### config.mk
export PLATFORM = sky130hd
export DESIGN_NAME = npu_fifo_endpoint_flat
export DESIGN_NICKNAME = d
export VERILOG_FILES = /design/src/rtl/npu_fifo_pkg.sv /design/src/rtl/npu_fifo_endpoint_if.sv /design/src/rtl/npu_sync_fifo.sv /design/src/rtl/npu_fifo_endpoint.sv /design/src/flat_wrapper.sv
export SDC_FILE = /design/constraint.sdc
export NUM_CORES = 1
export LEC_CHECK = 0
export CAP_MARGIN = 10
export CORE_MARGIN = 5
export CORE_UTILIZATION = 30
export CTS_CLUSTER_SIZE = 8
export DETAILED_ROUTE_END_ITERATION = 8
export GPL_TIMING_DRIVEN = 1
export PLACE_DENSITY_LB_ADDON = 0.15
export SYNTH_ARGS = -nofsm -noshare
export SYNTH_HDL_FRONTEND = slang
export SYNTH_SLANG_ARGS = --single-unit
### constraint.sdc
create_clock -name clk -period 12.89 [get_ports clk]
set_clock_uncertainty 0.05 [all_clocks]
set_input_delay 1.289 -clock clk [delete_from_list [all_inputs] [get_ports clk]]
set_output_delay 1.289 -clock clk [all_outputs]
set_load 0.1 [all_outputs]
### src/rtl/npu_fifo_pkg.sv
// npu_fifo_pkg: shared width default, npu_err bit indices and a clog2 helper
package npu_fifo_pkg;
  localparam int DEFAULT_DATA_W = 32;
  localparam int ERR_IN_OVF = 0;
  localparam int ERR_CFG_OVF = 1;
  localparam int ERR_OUT_UNF = 2;
  function automatic int clog2(input int n);
    int r;
    r = 0;
    for (int i = 0; i < 31; i++) r = ((1 << i) < n) ? i + 1 : r;
    return r;
  endfunction
endpackage

### src/rtl/npu_fifo_endpoint_if.sv
// npu_fifo_endpoint_if: processor-side and core-side queue signals of the NPU endpoint
//   slave  = endpoint view (owns flags, heads, error status)
//   master = processor + NPU core view (drives strobes, pushes, readies)
interface npu_fifo_endpoint_if #(parameter int DATA_W = npu_fifo_pkg::DEFAULT_DATA_W);
  logic [DATA_W-1:0] npu_input_fifo;
  logic npu_input_fifo_we;
  logic npu_input_fifo_full;
  logic [DATA_W-1:0] npu_config_fifo;
  logic npu_config_fifo_we;
  logic npu_config_fifo_full;
  logic [DATA_W-1:0] npu_output_fifo;
  logic npu_output_fifo_re;
  logic npu_output_fifo_empty;
  logic [DATA_W-1:0] core_in_data;
  logic core_in_valid;
  logic core_in_ready;
  logic [DATA_W-1:0] core_cfg_data;
  logic core_cfg_valid;
  logic core_cfg_ready;
  logic [DATA_W-1:0] core_out_data;
  logic core_out_valid;
  logic core_out_ready;
  logic [2:0] npu_err;
  modport slave (
    input npu_input_fifo, npu_input_fifo_we, npu_config_fifo, npu_config_fifo_we,
          npu_output_fifo_re, core_in_ready, core_cfg_ready, core_out_data, core_out_valid,
    output npu_input_fifo_full, npu_config_fifo_full, npu_output_fifo, npu_output_fifo_empty,
           core_in_data, core_in_valid, core_cfg_data, core_cfg_valid, core_out_ready, npu_err
  );
  modport master (
    output npu_input_fifo, npu_input_fifo_we, npu_config_fifo, npu_config_fifo_we,
           npu_output_fifo_re, core_in_ready, core_cfg_ready, core_out_data, core_out_valid,
    input npu_input_fifo_full, npu_config_fifo_full, npu_output_fifo, npu_output_fifo_empty,
          core_in_data, core_in_valid, core_cfg_data, core_cfg_valid, core_out_ready, npu_err
  );
endinterface

### src/rtl/npu_sync_fifo.sv
// npu_sync_fifo: circular-buffer FIFO with first-word fall-through head
//   push/din -> write side, pop/dout -> read side (dout is 0 while empty)
//   full/empty from registered pointers; push_rej/pop_rej flag refused requests
module npu_sync_fifo
  import npu_fifo_pkg::*;
#(
  parameter int DATA_W = DEFAULT_DATA_W,
  parameter int DEPTH = 8
) (
  input  logic clk,
  input  logic rst_n,
  input  logic push,
  input  logic pop,
  input  logic [DATA_W-1:0] din,
  output logic [DATA_W-1:0] dout,
  output logic full,
  output logic empty,
  output logic push_rej,
  output logic pop_rej
);
  localparam int AW = clog2(DEPTH);
  logic [AW:0] wrPtr, rdPtr;
  logic [DATA_W-1:0] mem [DEPTH];
  logic pushOk, popOk;
  // extra MSB distinguishes full from empty when the low bits coincide
  assign full = (wrPtr[AW] != rdPtr[AW]) && (wrPtr[AW-1:0] == rdPtr[AW-1:0]);
  assign empty = wrPtr == rdPtr;
  assign pushOk = push && !full;
  assign popOk = pop && !empty;
  assign push_rej = push && full;
  assign pop_rej = pop && empty;
  assign dout = empty ? '0 : mem[rdPtr[AW-1:0]];
  always_ff @(posedge clk or negedge rst_n) begin
    if (!rst_n) begin
      wrPtr <= '0;
      rdPtr <= '0;
    end else begin
      wrPtr <= pushOk ? wrPtr + (AW+1)'(1) : wrPtr;
      rdPtr <= popOk ? rdPtr + (AW+1)'(1) : rdPtr;
    end
  end
  always_ff @(posedge clk) if (pushOk) mem[wrPtr[AW-1:0]] <= din;
endmodule

### src/rtl/npu_fifo_endpoint.sv
// npu_fifo_endpoint: NPU-side endpoint owning input, config and output queues
//   clk, rst_n : clock, asynchronous active-low reset
//   bus        : processor push/pop side + core valid/ready side + sticky npu_err
module npu_fifo_endpoint
  import npu_fifo_pkg::*;
#(
  parameter int DATA_W = DEFAULT_DATA_W,
  parameter int IN_DEPTH = 8,
  parameter int CFG_DEPTH = 8,
  parameter int OUT_DEPTH = 8
) (
  input logic clk,
  input logic rst_n,
  npu_fifo_endpoint_if.slave bus
);
  logic inEmpty, cfgEmpty, outFull;
  logic inPushRej, cfgPushRej, outPopRej;
  logic [2:0] err;
  npu_sync_fifo #(.DATA_W(DATA_W), .DEPTH(IN_DEPTH)) inFifo (
    .clk(clk), .rst_n(rst_n),
    .push(bus.npu_input_fifo_we), .pop(bus.core_in_ready),
    .din(bus.npu_input_fifo), .dout(bus.core_in_data),
    .full(bus.npu_input_fifo_full), .empty(inEmpty),
    .push_rej(inPushRej), .pop_rej()
  );
  npu_sync_fifo #(.DATA_W(DATA_W), .DEPTH(CFG_DEPTH)) cfgFifo (
    .clk(clk), .rst_n(rst_n),
    .push(bus.npu_config_fifo_we), .pop(bus.core_cfg_ready),
    .din(bus.npu_config_fifo), .dout(bus.core_cfg_data),
    .full(bus.npu_config_fifo_full), .empty(cfgEmpty),
    .push_rej(cfgPushRej), .pop_rej()
  );
  // a refused core push is back-pressure, so only the processor pop side reports
  npu_sync_fifo #(.DATA_W(DATA_W), .DEPTH(OUT_DEPTH)) outFifo (
    .clk(clk), .rst_n(rst_n),
    .push(bus.core_out_valid), .pop(bus.npu_output_fifo_re),
    .din(bus.core_out_data), .dout(bus.npu_output_fifo),
    .full(outFull), .empty(bus.npu_output_fifo_empty),
    .push_rej(), .pop_rej(outPopRej)
  );
  assign bus.core_in_valid = !inEmpty;
  assign bus.core_cfg_valid = !cfgEmpty;
  assign bus.core_out_ready = !outFull;
  assign bus.npu_err = err;
  always_ff @(posedge clk or negedge rst_n) begin
    if (!rst_n) err <= '0;
    else begin
      err[ERR_IN_OVF] <= err[ERR_IN_OVF] | inPushRej;
      err[ERR_CFG_OVF] <= err[ERR_CFG_OVF] | cfgPushRej;
      err[ERR_OUT_UNF] <= err[ERR_OUT_UNF] | outPopRej;
    end
  end
endmodule

### src/flat_wrapper.sv
// flat-port wrapper written by rule: the top's interface ports become plain ports
module npu_fifo_endpoint_flat import npu_fifo_pkg::*;
#(
  parameter int DATA_W = DEFAULT_DATA_W,
  parameter int IN_DEPTH = 8,
  parameter int CFG_DEPTH = 8,
  parameter int OUT_DEPTH = 8
)
  (clk, rst_n, bus_npu_input_fifo, bus_npu_input_fifo_we, bus_npu_config_fifo, bus_npu_config_fifo_we, bus_npu_output_fifo_re, bus_core_in_ready, bus_core_cfg_ready, bus_core_out_data, bus_core_out_valid, bus_npu_input_fifo_full, bus_npu_config_fifo_full, bus_npu_output_fifo, bus_npu_output_fifo_empty, bus_core_in_data, bus_core_in_valid, bus_core_cfg_data, bus_core_cfg_valid, bus_core_out_ready, bus_npu_err);
  npu_fifo_endpoint_if #(.DATA_W(DATA_W)) bus_i ();
  input logic clk;
  input logic rst_n;
  input wire logic [$bits(bus_i.npu_input_fifo)-1:0] bus_npu_input_fifo;
  input wire logic [$bits(bus_i.npu_input_fifo_we)-1:0] bus_npu_input_fifo_we;
  input wire logic [$bits(bus_i.npu_config_fifo)-1:0] bus_npu_config_fifo;
  input wire logic [$bits(bus_i.npu_config_fifo_we)-1:0] bus_npu_config_fifo_we;
  input wire logic [$bits(bus_i.npu_output_fifo_re)-1:0] bus_npu_output_fifo_re;
  input wire logic [$bits(bus_i.core_in_ready)-1:0] bus_core_in_ready;
  input wire logic [$bits(bus_i.core_cfg_ready)-1:0] bus_core_cfg_ready;
  input wire logic [$bits(bus_i.core_out_data)-1:0] bus_core_out_data;
  input wire logic [$bits(bus_i.core_out_valid)-1:0] bus_core_out_valid;
  output wire logic [$bits(bus_i.npu_input_fifo_full)-1:0] bus_npu_input_fifo_full;
  output wire logic [$bits(bus_i.npu_config_fifo_full)-1:0] bus_npu_config_fifo_full;
  output wire logic [$bits(bus_i.npu_output_fifo)-1:0] bus_npu_output_fifo;
  output wire logic [$bits(bus_i.npu_output_fifo_empty)-1:0] bus_npu_output_fifo_empty;
  output wire logic [$bits(bus_i.core_in_data)-1:0] bus_core_in_data;
  output wire logic [$bits(bus_i.core_in_valid)-1:0] bus_core_in_valid;
  output wire logic [$bits(bus_i.core_cfg_data)-1:0] bus_core_cfg_data;
  output wire logic [$bits(bus_i.core_cfg_valid)-1:0] bus_core_cfg_valid;
  output wire logic [$bits(bus_i.core_out_ready)-1:0] bus_core_out_ready;
  output wire logic [$bits(bus_i.npu_err)-1:0] bus_npu_err;
  assign bus_i.npu_input_fifo = bus_npu_input_fifo;
  assign bus_i.npu_input_fifo_we = bus_npu_input_fifo_we;
  assign bus_i.npu_config_fifo = bus_npu_config_fifo;
  assign bus_i.npu_config_fifo_we = bus_npu_config_fifo_we;
  assign bus_i.npu_output_fifo_re = bus_npu_output_fifo_re;
  assign bus_i.core_in_ready = bus_core_in_ready;
  assign bus_i.core_cfg_ready = bus_core_cfg_ready;
  assign bus_i.core_out_data = bus_core_out_data;
  assign bus_i.core_out_valid = bus_core_out_valid;
  assign bus_npu_input_fifo_full = bus_i.npu_input_fifo_full;
  assign bus_npu_config_fifo_full = bus_i.npu_config_fifo_full;
  assign bus_npu_output_fifo = bus_i.npu_output_fifo;
  assign bus_npu_output_fifo_empty = bus_i.npu_output_fifo_empty;
  assign bus_core_in_data = bus_i.core_in_data;
  assign bus_core_in_valid = bus_i.core_in_valid;
  assign bus_core_cfg_data = bus_i.core_cfg_data;
  assign bus_core_cfg_valid = bus_i.core_cfg_valid;
  assign bus_core_out_ready = bus_i.core_out_ready;
  assign bus_npu_err = bus_i.npu_err;
  npu_fifo_endpoint #(.DATA_W(DATA_W), .IN_DEPTH(IN_DEPTH), .CFG_DEPTH(CFG_DEPTH), .OUT_DEPTH(OUT_DEPTH)) u_core (.clk(clk), .rst_n(rst_n), .bus(bus_i));
endmodule
==> results of run 1 <==
[synthesized netlist by cell type, drive strengths merged, types with 2 or more instances]
| master | instances |
|---|---|
| nor4b | 11 |
| nor2b | 6 |
| edfxtp | 768 |
| dfrtp | 27 |
| o311ai | 4 |
| xnor2 | 17 |
| a21o | 3 |
| and2 | 5 |
| a311o | 4 |
| clkbuf | 51 |
| nor4 | 10 |
| a22oi | 192 |
| nor3 | 3 |
| o31ai | 2 |
| o41ai | 8 |
| nand2 | 14 |
| nor2 | 6 |
| buf | 61 |
| xor2 | 16 |
| ha | 6 |
| mux2 | 6 |
| and3 | 97 |
| a31oi | 2 |
| mux2i | 384 |
| nand4 | 7 |
| a41oi | 4 |
| nand3 | 2 |
| inv | 5 |
[per-layer routing]
metal	up-vias	global-route usage, %
met1	8429	17.3
met2	339	23.0
met4	8	3.95
li1	7496	-
met5	-	0
met3	108	3.41
[cell type report]
class / count / area (um^2) / area share, %
antenna: 6 / 15.0 / 0.0392
inverter: 5 / 18.8 / 0.0490
timing repair buffer: 258 / 2450 / 6.41
tap: 1380 / 1730 / 4.51
clock inverter: 9 / 175 / 0.458
clock buffer: 143 / 2880 / 7.52
multi-input combinational: 815 / 7250 / 19.0
sequential: 795 / 23700 / 62.1
[per-stage QoR]
step / area [um^2] / util, % / setup slack (ns) / instances
floorplan: 31400 / - / 7.53 / 1727
global placement: 35200 / 34.0 / 7.12 / 3253
detailed placement: 35200 / 34.0 / 7.10 / 3253
CTS: 38300 / 36.9 / 6.35 / 3405
global route: 38300 / 36.9 / 6.22 / 3407
finish: 38300 / 36.9 / 6.49 / 3411
[registers in the layout, summed over array words and instances, names as in the netlist, 4 cells and up]
register / count
u_core.inFifo.mem: 256
u_core.cfgFifo.mem: 256
u_core.inFifo.rdPtr: 4
u_core.inFifo.wrPtr: 4
u_core.outFifo.wrPtr: 4
u_core.cfgFifo.wrPtr: 4
u_core.cfgFifo.rdPtr: 4
u_core.outFifo.mem: 256
u_core.outFifo.rdPtr: 4
[cell families (layout without fill, tap and decap cells)]
family / count (synthesis) / in the layout / synth area share [%]
flip-flops: 795 / 795 / 75.7
multiplexers: 390 / 390 / 12.5
AO/OA/AOI/OAI: 220 / 220 / 5.53
AND/OR/NAND/NOR: 166 / 166 / 3.30
buffers and inverters: 117 / 415 / 1.74
XOR/XNOR: 33 / 33 / 1.03
adder cells (fa/ha/maj): 6 / 6 / 0.239
other: 0 / 6 / 0
[worst max-delay path by stage]
stage	startpoint	end	depth (start not counted)
after floorplan	bus_core_out_valid	u_core.outFifo.mem[2][0]$_DFFE_PP_	2
after global placement	u_core.outFifo.rdPtr[0]$_DFFE_PN0P_	bus_npu_output_fifo[28]	6
after detailed placement	u_core.outFifo.rdPtr[0]$_DFFE_PN0P_	bus_npu_output_fifo[28]	6
after CTS	u_core.outFifo.rdPtr[0]$_DFFE_PN0P_	bus_npu_output_fifo[28]	6
after global routing	u_core.outFifo.rdPtr[0]$_DFFE_PN0P_	bus_npu_output_fifo[28]	6
final	u_core.outFifo.rdPtr[0]$_DFFE_PN0P_	bus_npu_output_fifo[28]	6
[placed cells by master, fill, tap and decap left out, drive strengths merged]
cell / count
edfxtp: 768
mux2i: 384
clkdlybuf4s50: 207
a22oi: 192
clkbuf: 143
and3: 97
buf: 51
dfrtp: 27
xnor2: 17
xor2: 16
nand2: 14
nor4b: 11
nor4: 10
inv: 8
o41ai: 8
nand4: 7
diode: 6
nor2b: 6
mux2: 6
ha: 6
nor2: 6
and2: 5
clkinv: 5
a41oi: 4
a311o: 4
o311ai: 4
nor3: 3
a21o: 3
o31ai: 2
a31oi: 2
nand3: 2
or4: 1
nand3b: 1
nor3b: 1
nand2b: 1
o31a: 1
or4b: 1
bufinv: 1
==> metrics.md, run 1 <==
| Metric | Value |
|---|---|
| Element type at the critical path end | `output pin` |
| Worst relative slew slack | `25.5%` |
| WP data required | `11.55 ns` |
| Syn Inst Count | `about 1700` |
| Chip Width | `333 um` |
| Hold bufs inserted after CTS | `0` |
| First-pass GRT wire length | `113000 um` |
| Asr flop ratio synth | `under 10%` |
| Number of synthesized register bits | `between 700 and 800` |
| Post-route clock period utilization | `around half` |
| CP delay by family, top | `buffers and inverters` |
| Hold Path Origin | `u_core.bus.npu_err[0]$_DFF_PN0_` |
| CTS Sinks | `795` |
| Status | `complete, no violations` |
| Setup TNS | `0 ns` |
| Pins Over Slew Limit | `0` |
| Vias per cell | `slightly below 5` |
| Library cells used by synthesis | `41` |
| Post-synth top area share | `73.5%` |
| Max Root-Sink Buffers | `3` |
| R2R Path Start | `u_core.outFifo.rdPtr[0]$_DFFE_PN0P_` |
| Met2 WL post-DR | `38200 um` |
| F_max | `156 MHz` |
| Clock transition at the registers of the reported paths | `0.05 ns` |
| R2r setup slk | `10.00 ns` |
| Die Height | `333 um` |
| Post-CTS Setup Bufs | `0` |
| Hpwl dp | `39900 um` |
| Worst hold margin | `around 0.4 ns` |
| EDFF count, synth | `around 770` |
| Resized Gates After CTS | `0` |
| Worst R2R Path Depth | `4` |
| Clk_lat worst skew | `0.68 ns` |
| Crit path launch type | `flip-flop` |
| Crit-path cells | `buf_4 > buf_4 > mux2i_1 > a22oi_1 > and3_1 > clkdlybuf4s50_1` |
| Delay of the slowest critical-path stage | `approximately 1.2 ns` |
| Largest net degree at the start of global routing | `57` |
| Top cell by count, worst path | `buf_4` |
| Post-Syn Nets | `1837` |
| Metal3 WL | `4230 um` |
| Initial antenna violation count | `11` |
| Metal-1 WL | `~34000 um` |
| Core area | `0.104 mm^2` |
| Grt total ovfl | `0` |
| GPL Wtd Cong | `about 0.70` |
| Final net count | `~2100` |
| Slowest CP cell | `clkdlybuf4s50_1` |
| Drt wl/cell | `between 20 and 25 um` |
| PortBufs | `208` |
| Post-route ant nets | `0` |
| CP Data Arrival Time | `between 5 and 6 ns` |
| Critical path type | `reg2out` |
| Hold Path Sink | `u_core.bus.npu_err[0]$_DFF_PN0_` |
| RSZ-0062 raised after global routing | `false` |
| HP Class | `reg2reg` |
| Worst path bufs/invs | `3` |
| Register area share after synthesis | `between 70% and 80%` |
| Vias post-DR | `~16000` |
| I/O pin count | `209` |
| Largest area contributor in the netlist | `edfxtp_1` |
| Filler instances | `9672` |
| Row count | `around 120` |
| Tot GR Track Use | `13.6%` |
| Final min period | `between 6 and 7 ns` |
| Post-Route WL | `between 70000 and 80000 um` |
| CTS tree | `built` |
| Worst slew pin tran | `1.11 ns` |
| DRT iter0 DRCs | `approximately 930` |
| Cell Area, Synth | `0.0314 mm^2` |
| Top Metal Used | `met5` |
| Clock buffer count from CTS | `110` |
| Top post-synthesis cells by area | `edfxtp_1 74%, mux2i_1 12%, a22oi_1 4.6%` |
| Final hold vios | `0` |
| Synth Warn # | `0` |
| Vias in the first global route | `17000` |
| CTS H-tree depth | `3` |
| Layout cell share with drive strength beyond 1 | `11.0%` |
| RR Endpoint | `u_core.outFifo.mem[6][27]$_DFFE_PP_` |
| Worst Hold Depth | `1` |
| Worst-path fanout max | `50` |
| Area growth syn-to-layout | `22.0%` |
| Final setup violation count | `0` |
| Ys flop type | `edfxtp_1` |
| Mean Syn Cell Area | `18.2 um^2` |
| Die area | `0.111 mm^2` |
| # DRC | `0` |
| Root Driver | `clkbuf_16` |
| DR pass1 iterations | `5` |
| Max-cap violations | `0` |
| Initial Utilization | `30.3%` |
Power of run 1 is left out: the tool's default activity adds up to more than one toggle a clock period on the data nets, which glitch-free logic cannot reach.
==> run 2, diff against run 1 <==
Clock period 12.89 ns to 6 ns, I/O delays scaled along.
==> metrics.md, run 2 (synthesis gave the netlist of run 1 again) <==
| Metric | Value |
|---|---|
| WP data required | `5.35 ns (-6.20 ns)` |
| Worst slew pin tran | `1.11 ns (-0.00508 ns)` |
| Pins Over Slew Limit | `0 (unchanged)` |
| Most frequent cells in the layout | `768 x edfxtp_1, 384 x mux2i_1, 207 x clkdlybuf4s50_1` |
| Most common cell after layout, fill and taps aside | `edfxtp_1` |
| RSZ-0062 raised after global routing | `false` |
| Largest net degree at the start of global routing | `133 (+130%)` |
| First-pass GRT wire length | `113000 um (-0.26%)` |
| R2R Path Start | `u_core.outFifo.wrPtr[1]$_DFFE_PN0P_` |
| Row count | `118 (unchanged)` |
| Status | `complete, no violations` |
| DR pass1 iterations | `5 (unchanged)` |
| Die Height | `333 um (unchanged)` |
| CTS H-tree depth | `3 (unchanged)` |
| Chip Width | `333 um (unchanged)` |
| Final min period | `4.58 ns` |
| Clock transition at the registers of the reported paths | `0.05 ns (about the same)` |
| Worst hold margin | `0.404 ns (-0.00408 ns)` |
| Post-Route WL | `77300 um (-0.40%)` |
| Clock buffer count from CTS | `109 (-0.91%)` |
| Final hold vios | `0 (unchanged)` |
| Root Driver | `clkbuf_16` |
| PortBufs | `208 (unchanged)` |
| Core area | `0.104 mm^2 (unchanged)` |
| Max Root-Sink Buffers | `3 (unchanged)` |
| GPL Wtd Cong | `0.726 (+3.9%)` |
| Final net count | `2092 (-0.14%)` |
| Worst-path fanout max | `39 (-22%)` |
| Drt wl/cell | `22.7 um (-0.13%)` |
| Post-route clock period utilization | `76.3%` |
| Vias post-DR | `16300 (-0.38%)` |
| Worst relative slew slack | `25.8% (+0.34 points)` |
| Non-Filler Instances | `3402 (-0.26%)` |
| Final setup violation count | `0 (unchanged)` |
| Post-route ant nets | `0 (unchanged)` |
| Grt total ovfl | `0 (unchanged)` |
| Die area | `0.111 mm^2 (unchanged)` |
| Tot GR Track Use | `13.5% (-0.046 points)` |
| Hpwl dp | `40800 um (+2.1%)` |
| I/O pin count | `209 (unchanged)` |
| Beginning of the critical path | `u_core.cfgFifo.rdPtr[1]$_DFFE_PN0P_` |
| Vias in the first global route | `17200 (+1.2%)` |
| Setup TNS | `0 ns (unchanged)` |
| RR Endpoint | `u_core.outFifo.mem[6][27]$_DFFE_PP_` |
| Element type at the critical path end | `output pin` |
| CTS tree | `built` |
| Worst R2R Path Depth | `4 (unchanged)` |
| Resized Gates After CTS | `0 (unchanged)` |
| Worst setup path endpoint | `bus_core_cfg_data[21]` |
| # DRC | `0 (unchanged)` |
| Layout cell share with drive strength beyond 1 | `10.8% (-0.21 points)` |
| HP Class | `reg2reg` |
| F_max | `about 220 MHz` |
| DRT iter0 DRCs | `1095 (+17%)` |
| Initial Utilization | `30.3% (unchanged)` |
| Crit path launch type | `flip-flop` |
| Post-placement cell count | `3250 (-0.092%)` |
| Worst setup margin | `1.42 ns (-5.06 ns)` |
| Area growth syn-to-layout | `21.9%` |
| Placement Setup Slack | `2.06 ns (-5.04 ns)` |
| Max-cap violations | `0 (unchanged)` |
| Critical path type | `reg2out` |
| R2r setup slk | `2.69 ns (-7.31 ns)` |
| Vias per cell | `4.80 (-0.12%)` |
| Initial antenna violation count | `8 (-3)` |
| CTS Sinks | `795 (unchanged)` |
| CP Data Arrival Time | `3.93 ns (-1.13 ns)` |
| Clk_lat worst skew | `0.66 ns (-0.02 ns)` |
-- run 2: critical path, cell delays in order, from the launching register on --
cell and delay [ns]:
dfrtp_4 0.86, buf_4 0.55, mux2i_1 0.14, a22oi_1 0.31, and3_1 0.22, clkdlybuf4s50_1 1.14
-- run 2: repair_timing --
| item | in CTS | in global routing |
|---|---|---|
| buffers inserted | 0 | 0 |
| hold buffers | 1 | 0 |
| hold endpoints to repair | 27 | 0 |
-- run 2: metal layers --
layer	vias up	track usage [%]	routed length [um]
met3	138	3.31	3690
li1	7478	-	-
met4	6	3.43	1670
met1	8390	17.4	33800
met5	-	0	54
met2	305	23.1	38100
-- run 2: worst min-delay path by stage --
stage | start | to | slack (ns) | cells after the start
6_report | u_core.bus.npu_err[0]$_DFF_PN0_ | u_core.bus.npu_err[0]$_DFF_PN0_ | 0.40 | 1
5_1_grt | u_core.bus.npu_err[0]$_DFF_PN0_ | u_core.bus.npu_err[0]$_DFF_PN0_ | 0.43 | 1
4_1_cts | u_core.bus.npu_err[0]$_DFF_PN0_ | u_core.bus.npu_err[0]$_DFF_PN0_ | 0.41 | 1
3_5_place_dp | u_core.bus.npu_err[0]$_DFF_PN0_ | u_core.bus.npu_err[0]$_DFF_PN0_ | 0.40 | 1
3_3_place_gp | u_core.bus.npu_err[0]$_DFF_PN0_ | u_core.bus.npu_err[0]$_DFF_PN0_ | 0.39 | 1
2_1_floorplan | rst_n | u_core.bus.npu_err[0]$_DFF_PN0_ | 0.25 | 0
-- run 2: layout make-up --
class                      instances  area [um^2]
fill                            9724        65400
sequential                       795        23700
multi-input combinational        815         7250
clock buffer                     144         2940
timing repair buffer             256         2480
tap                             1380         1730
clock inverter                     3         43.8
inverter                           5         18.8
antenna                            4         10.0
-- run 2: stage by stage --
step                      cell area (um^2)  utilization [%]
final                                38200             36.9
after floorplan                      31400                -
after detailed placement             35200             34.0
after CTS                            38200             36.9
after global routing                 38200             36.9
after global placement               35200             34.0
Power of run 2 is left out for the same reason.
==> run 3, diff against run 2 <==
Clock period 6 ns to 3.79 ns, I/O delays scaled along.
==> metrics.md, run 3 (synthesis gave the netlist of run 1 again) <==
| Metric | Value |
|---|---|
| # DRC | `0 (unchanged)` |
| Worst slew pin tran | `1.13 ns (+0.0219 ns)` |
| Status | `complete, no violations` |
| Area growth syn-to-layout | `22.4%` |
| Vias per cell | `4.73 (-1.3%)` |
| Chip Width | `333 um (unchanged)` |
| Worst-path fanout max | `51 (+31%)` |
| Worst relative slew slack | `24.4% (-1.5 points)` |
| Placement Setup Slack | `0.931 ns (-1.13 ns)` |
| Critical path type | `reg2out` |
| Most frequent cells in the layout | `768 x edfxtp_1, 384 x mux2i_1, 192 x a22oi_1` |
| Vias post-DR | `16300 (-0.098%)` |
| Layout cell share with drive strength beyond 1 | `16.4% (+5.6 points)` |
| Vias in the first global route | `17500 (+1.9%)` |
| Final net count | `2100 (+0.38%)` |
| CTS tree | `built` |
| Clock buffer count from CTS | `110 (+0.92%)` |
| Drt wl/cell | `22.4 um (-1.6%)` |
| DR pass1 iterations | `4 (-1)` |
| Final min period | `3.54 ns` |
| DRT iter0 DRCs | `975 (-11%)` |
| Area after DPL | `0.0352 mm^2 (about the same)` |
| Final hold vios | `0 (unchanged)` |
| PortBufs | `208 (unchanged)` |
| Fin area | `0.0384 mm^2 (+0.38%)` |
| Element type at the critical path end | `output pin` |
| RSZ-0062 raised after global routing | `false` |
| Max-cap violations | `0 (unchanged)` |
| Max Root-Sink Buffers | `3 (unchanged)` |
| Core area | `0.104 mm^2 (unchanged)` |
| CTS Sinks | `795 (unchanged)` |
| Initial antenna violation count | `10 (+2)` |
| GPL Wtd Cong | `0.706 (-2.8%)` |
| Die Height | `333 um (unchanged)` |
| Worst setup margin | `0.250 ns (-1.17 ns)` |
| Post-route clock period utilization | `93.4%` |
| Hpwl dp | `42000 um (+3.0%)` |
| Post-route ant nets | `0 (unchanged)` |
| F_max | `283 MHz` |
| Crit path launch type | `flip-flop` |
| Pins Over Slew Limit | `0 (unchanged)` |
| Largest net degree at the start of global routing | `126 (-5.3%)` |
| HP Class | `in2async` |
| Row count | `118 (unchanged)` |
| Initial Utilization | `30.3% (unchanged)` |
| First-pass GRT wire length | `114000 um (+0.80%)` |
| WP data required | `3.36 ns (-1.99 ns)` |
| I/O pin count | `209 (unchanged)` |
| Grt total ovfl | `0 (unchanged)` |
| Final setup violation count | `0 (unchanged)` |
| Clock transition at the registers of the reported paths | `0.05 ns (about the same)` |
| Worst hold margin | `0.283 ns (-0.121 ns)` |
| Root Driver | `clkbuf_16` |
| Clk_lat worst skew | `0.67 ns (about the same)` |
| Filler instances | `9616 (-1.1%)` |
| Tot GR Track Use | `13.6% (+0.070 points)` |
| CTS H-tree depth | `3 (unchanged)` |
| Most common cell after layout, fill and taps aside | `edfxtp_1` |
| CP Data Arrival Time | `3.11 ns (-0.82 ns)` |
| Post-Route WL | `77000 um (-0.38%)` |
| Die area | `0.111 mm^2 (unchanged)` |
run 3: changes by cell type in the layout (fill, tap and decap cells not counted), sizes merged:
cell           before  now
buf                48  157
clkdlybuf4s50     207  105
clkbuf            144  170
clkinv              1    6
diode               4    6
inv                 7    8
run 3: path summary, 6_finish.rpt:
kind                                                         start                                   to  slack [ns]  cells after the start
worst min-delay path                                         rst_n  u_core.outFifo.rdPtr[3]$_DFFE_PN0P_        0.28                      2
worst max-delay path            u_core.inFifo.rdPtr[1]$_DFFE_PN0P_                 bus_core_in_data[23]        0.25                      5
worst max register to register  u_core.inFifo.wrPtr[2]$_DFFE_PN0P_   u_core.inFifo.mem[6][31]$_DFFE_PP_        1.00                      4
min in group clk                             bus_core_out_data[20]  u_core.outFifo.mem[6][20]$_DFFE_PP_        0.38                      1
max in group asynchronous                                    rst_n  u_core.cfgFifo.rdPtr[1]$_DFFE_PN0P_        2.80                      2
worst min register to register     u_core.bus.npu_err[2]$_DFF_PN0_      u_core.bus.npu_err[2]$_DFF_PN0_        0.41                      1
run 3: repair_timing:
action,CTS,global route
gates resized for setup,0,0
buffers inserted,0,0
endpoints found under the hold margin,27,0
hold buffers,1,0
run 3: worst max-delay path, stage by stage (launching register included):
cell and delay (ns):
dfrtp_4 0.66, buf_4 0.72, mux2i_1 0.17, a22oi_1 0.22, and3_1 0.25, buf_4 0.31
run 3: layout make-up:
type / instances / area, um^2 / area share (%)
multi-input cells: 815 / 7450 / 19.4
clock buffers: 170 / 3000 / 7.81
clock inverters: 9 / 113 / 0.293
flip-flops and latches: 795 / 23700 / 61.9
well taps: 1380 / 1730 / 4.50
repair buffers: 263 / 2300 / 5.99
diodes: 6 / 15.0 / 0.0391
inverters: 5 / 18.8 / 0.0489
run 3: per-layer routing:
layer	vias up	GRT usage (%)	routed length (um)
met5	-	0	85
li1	7517	-	-
met2	308	23.5	38500
met3	128	3.64	3860
met1	8338	17.0	32800
met4	10	3.56	1630
run 3: metrics by stage:
stage | utilization (%) | instances | setup TNS (ns)
5_1_grt | 37.0 | 3438 | 0
3_3_place_gp | 34.0 | 3257 | 0
2_1_floorplan | - | 1727 | -443.53
3_5_place_dp | 34.0 | 3257 | 0
6_report | 37.0 | 3443 | 0
4_1_cts | 37.0 | 3437 | 0
Power of run 3 is left out for the same reason.
